### src/rtl/ghash_block_aligner.sv
// GHASH input-stage block aligner.
// Prepends zero "bubble" blocks at the head of a message so that the final
// parallel word handed to the GHASH core is completely full. The blocks
// displaced from the tail of each input word are carried in a residual
// register into the head of the next output word.
//
// Handshake: i_valid qualifies i_data for one cycle and there is no
// back-pressure. Every accepted input word in RUN produces exactly one
// o_valid pulse on the next cycle. o_valid, o_skip_bus and o_last_word are
// single-cycle pulses, and o_data holds its value between pulses.
module ghash_block_aligner #(
    parameter  int NB_N_MESSAGES       = 10,
    parameter  int LOG2_BLOCK_PROC_PAR = 2,
    parameter  int NB_BLOCK            = 128,
    localparam int BLOCK_PROC_PAR      = 2**LOG2_BLOCK_PROC_PAR
) (
    input  logic                               i_clock,
    input  logic                               i_reset,
    input  logic                               i_start,
    input  logic [NB_N_MESSAGES:0]             i_rf_static_n_messages,
    input  logic [NB_BLOCK*BLOCK_PROC_PAR-1:0] i_data,
    input  logic                               i_valid,
    input  logic                               i_hash_done,
    output logic [NB_BLOCK*BLOCK_PROC_PAR-1:0] o_data,
    output logic                               o_valid,
    output logic [NB_N_MESSAGES-1:0]           o_msg_count,
    output logic [LOG2_BLOCK_PROC_PAR-1:0]     o_msg_bubbles,
    output logic                               o_skip_bus,
    output logic                               o_last_word,
    output logic                               o_busy
);

    localparam int NB_WORD = NB_BLOCK*BLOCK_PROC_PAR;
    localparam int NB_LEN  = NB_N_MESSAGES+1;
    // Rounding term for the word count, one bit wider than the length so
    // the maximum length plus PAR-1 cannot overflow.
    localparam logic [NB_LEN:0] C_ROUND = (NB_LEN+1)'(BLOCK_PROC_PAR-1);

    typedef enum logic [1:0] {
        ST_IDLE      = 2'd0,
        ST_RUN       = 2'd1,
        ST_WAIT_DONE = 2'd2
    } state_t;

    state_t                   r_state;
    logic [NB_LEN-1:0]        r_total_words;
    logic [NB_LEN-1:0]        r_word_cnt;
    logic [NB_WORD-1:0]       r_resid;

    logic [LOG2_BLOCK_PROC_PAR-1:0] w_start_bubbles;
    logic [NB_LEN:0]          w_total_full;
    logic [NB_LEN-1:0]        w_start_total;
    logic                     w_last;
    int                       w_bub;
    logic [NB_WORD-1:0]       w_aligned;
    logic [NB_WORD-1:0]       w_resid_next;

    // Bubbles = (-n) mod PAR, taken from the low LOG2 bits of the length.
    assign w_start_bubbles = '0 - i_rf_static_n_messages[LOG2_BLOCK_PROC_PAR-1:0];
    assign w_total_full    = ({1'b0, i_rf_static_n_messages} + C_ROUND) >> LOG2_BLOCK_PROC_PAR;
    assign w_start_total   = w_total_full[NB_LEN-1:0];
    assign w_last          = (r_word_cnt == (r_total_words - 1'b1));
    assign w_bub           = int'(o_msg_bubbles);
    assign o_busy          = (r_state != ST_IDLE);

    // Lane mux: output lane k takes residual lane k below the bubble count,
    // otherwise input lane k-bubbles. The displaced tail lanes of the input
    // are packed at the head of the next residual. Lane 0 is the MSB slice.
    always_comb begin
        w_aligned    = '0;
        w_resid_next = '0;
        for (int k = 0; k < BLOCK_PROC_PAR; k++) begin
            if (k < w_bub) begin
                w_aligned[(BLOCK_PROC_PAR-1-k)*NB_BLOCK +: NB_BLOCK] =
                    r_resid[(BLOCK_PROC_PAR-1-k)*NB_BLOCK +: NB_BLOCK];
                w_resid_next[(BLOCK_PROC_PAR-1-k)*NB_BLOCK +: NB_BLOCK] =
                    i_data[(w_bub-1-k)*NB_BLOCK +: NB_BLOCK];
            end else begin
                w_aligned[(BLOCK_PROC_PAR-1-k)*NB_BLOCK +: NB_BLOCK] =
                    i_data[(BLOCK_PROC_PAR-1-k+w_bub)*NB_BLOCK +: NB_BLOCK];
            end
        end
    end

    // Message FSM with registered outputs, counters and residual buffer.
    always_ff @(posedge i_clock) begin
        if (i_reset) begin
            r_state       <= ST_IDLE;
            r_total_words <= '0;
            r_word_cnt    <= '0;
            r_resid       <= '0;
            o_data        <= '0;
            o_valid       <= 1'b0;
            o_msg_count   <= '0;
            o_msg_bubbles <= '0;
            o_skip_bus    <= 1'b0;
            o_last_word   <= 1'b0;
        end else begin
            o_valid     <= 1'b0;
            o_skip_bus  <= 1'b0;
            o_last_word <= 1'b0;
            case (r_state)
                ST_IDLE: begin
                    if (i_start) begin
                        r_total_words <= w_start_total;
                        r_word_cnt    <= '0;
                        r_resid       <= '0;
                        o_msg_bubbles <= w_start_bubbles;
                        if (i_rf_static_n_messages == '0) begin
                            // Empty message: a single all-zero skip word.
                            o_data      <= '0;
                            o_valid     <= 1'b1;
                            o_skip_bus  <= 1'b1;
                            o_last_word <= 1'b1;
                            o_msg_count <= '0;
                            r_state     <= ST_WAIT_DONE;
                        end else begin
                            r_state     <= ST_RUN;
                        end
                    end
                end
                ST_RUN: begin
                    if (i_valid) begin
                        o_data      <= w_aligned;
                        r_resid     <= w_resid_next;
                        o_valid     <= 1'b1;
                        o_msg_count <= NB_N_MESSAGES'(r_word_cnt << LOG2_BLOCK_PROC_PAR);
                        r_word_cnt  <= r_word_cnt + 1'b1;
                        if (w_last) begin
                            o_last_word <= 1'b1;
                            r_state     <= ST_WAIT_DONE;
                        end
                    end
                end
                ST_WAIT_DONE: begin
                    if (i_hash_done) begin
                        r_state <= ST_IDLE;
                    end
                end
                default: r_state <= ST_IDLE;
            endcase
        end
    end

endmodule

### config.mk
export PLATFORM = sky130hd
export DESIGN_NAME = ghash_block_aligner
export DESIGN_NICKNAME = d
export VERILOG_FILES = /design/src/rtl/ghash_block_aligner.sv
export SDC_FILE = /design/constraint.sdc
export NUM_CORES = 2
export LEC_CHECK = 0
export CAP_MARGIN = 20
export CORE_AREA = 2 2 416 418
export DETAILED_ROUTE_END_ITERATION = 12
export DIE_AREA = 0 0 418 420
export PLACE_DENSITY = 0.5
export SYNTH_ARGS = -nofsm -noshare
export SYNTH_HDL_FRONTEND = slang
export SYNTH_SLANG_ARGS = --single-unit
### constraint.sdc
create_clock -name i_clock -period 2.94 [get_ports i_clock]
set_input_delay 0.882 -clock i_clock [delete_from_list [all_inputs] [get_ports i_clock]]
set_output_delay 0.882 -clock i_clock [all_outputs]
set_load 0.005 [all_outputs]
==> reports/qor.log <==
INFO  power_and_ir_drop powerDensity=513.6nW/um2
INFO  power_and_ir_drop power_switching=10.15mW
INFO  sta            drv_slew=0
INFO  placement      placement.setup.worst_slack=-0.4442ns
INFO  setup_path     r2r_end=r_resid[400]
INFO  sta            final.setup.worst_slack=0.1356ns
INFO  sta            fin_worst_skew=0.03840ns
INFO  power_and_ir_drop p_comb_share=20.7%
INFO  setup_path     data_arrival_time_at_the_worst_slack_endpoint=1.92ns
INFO  sta            rsz_0062_raised_after_global_routing=no
INFO  yosys          synth-seq-cells=932
INFO  yosys          synth_cells=5,113
INFO  sta            setup_viol_count_final=0
INFO  clock_network  cts_tree=yes
INFO  setup_path     criticalPathCategory=flop to output port
INFO  yosys          most_used_dff_post_synth=dfxtp_1
INFO  worst_hold_path hold_path.class=flop to flop
INFO  clock_network  cts_root_buf=clkbuf_16
INFO  yosys          synth-compound-area-share=18.48%
INFO  drt            postRouteAntennaNets=0
INFO  die            die_w=418um
INFO  yosys          synth_simple_gate_area_share=12.18%
INFO  power_and_ir_drop maximum_vdd_ir_drop=0.4674mV
INFO  drt            detail_route.first_pass.iterations=7
INFO  yosys          main_combinational_cell_family_by_area_after_synthesis=multiplexers
INFO  setup_path     worstPathBufferInverterCount=2
INFO  die            initial_util=29.15%
INFO  yosys          synth-adder-area-share=0.2009%
INFO  clock_network  cts_htree_levels=3
INFO  power_and_ir_drop power.static_leakage=22.76nW
INFO  worst_hold_path whs_path_depth=2
INFO  setup_path     cpMaxStageDelayCell=clkdlybuf4s50_1
INFO  die            core-area=171,000um2
INFO  yosys          syn-mean-instance-area=9.746um2
INFO  clock_network  clk-insertion-delay-late=0.76ns
INFO  yosys          synthDistinctLibCells=52
INFO  yosys          number_of_flops_mapped_to_enable_cells_by_yosys=0
INFO  power_and_ir_drop switching_fraction_of_total_power=28.87%
INFO  placement      port_buffers=1,053
INFO  setup_path     timing.critical_path.from_type=flop
INFO  power_and_ir_drop seq_power_share=38.0%
INFO  clock_network  clkTransAtPathRegs=0.06ns
INFO  drt            via_density=5.828
INFO  global_routing number_of_global_route_vias_before_repair=46,140
INFO  clock_network  tritoncts_num_sinks=932
INFO  sta            final_hold_viol_count=0
INFO  cells_and_area final_common_cell=clkdlybuf4s50_1
INFO  yosys          syn-cell-area=49,830um2
INFO  sta            layout_min_cycle_time=2.804ns
INFO  cells_and_area post_route_cells_drive_above_1_share=17.84%
INFO  placement      dp_cells=8,110
INFO  setup_path     setup.reg_to_reg.worst_slack=0.24ns
INFO  sta            period_share=95.39%
INFO  cells_and_area nets=6,528
INFO  yosys          yosysWarningCount=2
INFO  setup_path     worstSetupEndpointType=output port
INFO  drt            routed-via-count=48,730
INFO  run_status     run_status=finished, final reports clean
INFO  worst_hold_path hold_end=o_data[305]
INFO  power_and_ir_drop power.share.clock=41.4%
INFO  cells_and_area mostFrequentLayoutCells=1,052 x clkdlybuf4s50_1, 929 x dfxtp_1, 653 x nor2_1
INFO  setup_path     reg2regPathDepth=8
INFO  die            die_y=420um
INFO  setup_path     path_cells=nor2_4, inv_1, clkdlybuf4s50_1
INFO  setup_path     regToRegStartpoint=o_msg_bubbles[0]
INFO  drt            post_drt_wl_per_cell=29.03um
INFO  power_and_ir_drop p_int=25.01mW
INFO  global_routing maximum_number_of_pins_on_one_net_before_global_route_repair=146
INFO  sta            timing.slew.headroom=18.14%
INFO  clock_network  number_of_buffers_on_the_longest_clock_path=3
INFO  drt            detailedRoute.firstIterationViolations=4,944
INFO  setup_path     critPathTopFamily=buffers and inverters
INFO  cells_and_area stdcell_count=8,361
INFO  job            cap_viol_max_count=0
INFO  setup_path     critPathRequiredTime=2.06ns
INFO  global_routing wire_length_of_the_first_global_routing_pass=343,600um
INFO  drt            detail_route.wirelength=242,700um
INFO  global_routing antenna_found_initial=48
INFO  yosys          muxShareOfSynthArea=26.57%
INFO  yosys          synth_xor_xnor_area_share=0.5097%
INFO  placement      dp_hpwl=167,700um
INFO  setup_path     slowest_stage_delay_cp=0.51ns
INFO  placement      place.gp.congestion=0.9193
INFO  die            total_die_area=175,600um2
INFO  yosys          synth.yosys.seq_area_share=37.44%
INFO  clock_network  cts.hold.buffers_added=0
INFO  sta            worst_pin_slew=1.228ns
INFO  worst_hold_path min_from=r_resid[305]
INFO  setup_path     crit_path_max_fanout=5
INFO  die            ioPinCount=1,056
INFO  clock_network  numCtsBuffers=111
INFO  cells_and_area area_delta_synth_final=37.40%
INFO  yosys          asyncSetResetFlopFracSynth=0%
INFO  die            number_of_placement_rows=152
INFO  sta            timing.fmax=356.6MHz
INFO  drt            drt_drc_violations_left=0
INFO  global_routing globalRouteTotalUtil=26.37%
INFO  global_routing grt_overflow=0
-- per-stage QoR --
step / power [mW] / util [%] / hold WS (ns) / setup TNS [ns] / cell area, um2
2_1_floorplan: 17.15 / - / 0.4255 / 0 / 49840
3_3_place_gp: 20.78 / 37.72 / 0.4331 / -164.99 / 64500
3_5_place_dp: 20.79 / 37.72 / 0.4424 / -159.24 / 64500
4_1_cts: 35.35 / 39.98 / 0.4324 / 0 / 68360
5_1_grt: 36.32 / 40.04 / 0.4481 / 0 / 68460
6_report: 35.16 / 40.05 / 0.4477 / 0 / 68470
-- layer usage --
layer | GRT usage, % | routed length (um) | share of wire (%)
met1 | 34.27 | 99840 | 41
met2 | 42.12 | 114400 | 47
met3 | 4.339 | 15930 | 6.6
met4 | 13.60 | 12490 | 5.1
met5 | 0 | 13 | 0.0054
-- logic make-up (layout without fill, tap and decap cells) --
| family | Yosys count | count (layout) |
|---|---|---|
| xor+xnor | 29 | 29 |
| simple gates | 1456 | 1456 |
| flops | 932 | 932 |
| other cells | 1 | 43 |
| buf+inv | 577 | 1550 |
| fa+ha+maj | 8 | 8 |
| mux | 817 | 817 |
| compound gates | 1293 | 1293 |
-- registers in the layout, indices dropped and copies added (netlist names) --
register / cells
r_word_cnt: 11
o_msg_count: 8
o_last_word: 1
r_state: 2
o_skip_bus: 1
o_valid: 1
r_total_words: 10
o_msg_bubbles: 2
r_resid: 384
o_data: 512
-- layout make-up --
cell class                 instances  area (um2)
timing repair buffer            1332       14020
tap                             2233        2794
multi-input combinational       3605       29020
clock buffer                     178        3442
fill                           16690      102500
inverter                          10       45.04
antenna                           41       102.6
clock inverter                    30       371.6
sequential                       932       18670
-- cells in the mapped netlist, types with 2 or more instances --
| cell | count | area share [%] |
|---|---|---|
| buf_4 | 2 | 0.030 |
| nor2b_1 | 96 | 1.2 |
| and2_1 | 4 | 0.050 |
| a221oi_1 | 181 | 3.2 |
| nand2_1 | 467 | 3.5 |
| o2111ai_1 | 128 | 2.2 |
| mux2i_1 | 225 | 4.5 |
| mux4_2 | 384 | 17 |
| clkbuf_1 | 436 | 3.3 |
| inv_1 | 9 | 0.068 |
| ha_1 | 8 | 0.20 |
| buf_2 | 93 | 0.93 |
| nor2_1 | 660 | 5.0 |
| mux2_2 | 208 | 4.7 |
| or4_1 | 2 | 0.030 |
| dfxtp_1 | 932 | 37 |
| and3_1 | 6 | 0.075 |
| nand2b_1 | 3 | 0.038 |
| xnor2_1 | 15 | 0.26 |
| nor3_1 | 187 | 1.9 |
| nand3_1 | 9 | 0.090 |
| o21ai_0 | 195 | 2.0 |
| a222oi_1 | 62 | 1.2 |
| buf_1 | 35 | 0.26 |
| a21oi_1 | 236 | 2.4 |
| or3_1 | 5 | 0.063 |
| nor4b_1 | 2 | 0.035 |
| a22o_1 | 8 | 0.14 |
| or2_2 | 2 | 0.025 |
| a22oi_1 | 464 | 7.0 |
| xor2_1 | 14 | 0.25 |
| a211oi_1 | 9 | 0.14 |
| nand4_1 | 5 | 0.063 |
| nor4_1 | 3 | 0.038 |
-- power by group through the flow --
stage	registers (mW)	clock network, mW	logic [mW]
3_3_place_gp	13.6	0	7.16
2_1_floorplan	13.5	0	3.67
5_1_grt	13.4	15.3	7.70
4_1_cts	13.3	14.8	7.25
3_5_place_dp	13.6	0	7.17
6_report	13.3	14.5	7.27
-- worst max path at each step --
| stage | endpoint | depth (start not counted) | start |
|---|---|---|---|
| 2_1_floorplan | r_resid[441] | 10 | o_msg_bubbles[1] |
| 3_3_place_gp | o_data[119] | 11 | i_rf_static_n_messages[0] |
| 3_5_place_dp | o_data[30] | 11 | i_rf_static_n_messages[0] |
| 4_1_cts | o_busy | 3 | r_state[1] |
| 5_1_grt | o_busy | 3 | r_state[0] |
| 6_report | o_busy | 3 | r_state[0] |
-- worst reg2reg max path: cells and delay by family (launching register included) --
kind	cells	cell delay, ns
mux	1	0.34
flops	1	0.37
simple gates	1	0.05
compound gates	1	0.19
fa+ha+maj	1	0.57
buf+inv	4	1.06
-- timing repair --
action                                  in CTS  in global routing
endpoints found under the setup margin       2                  1
cloned                                       1                  0
gates resized for setup                      2                  2
setup buffers                                1                  0
Note: power is estimated with default switching activity, not from simulation.
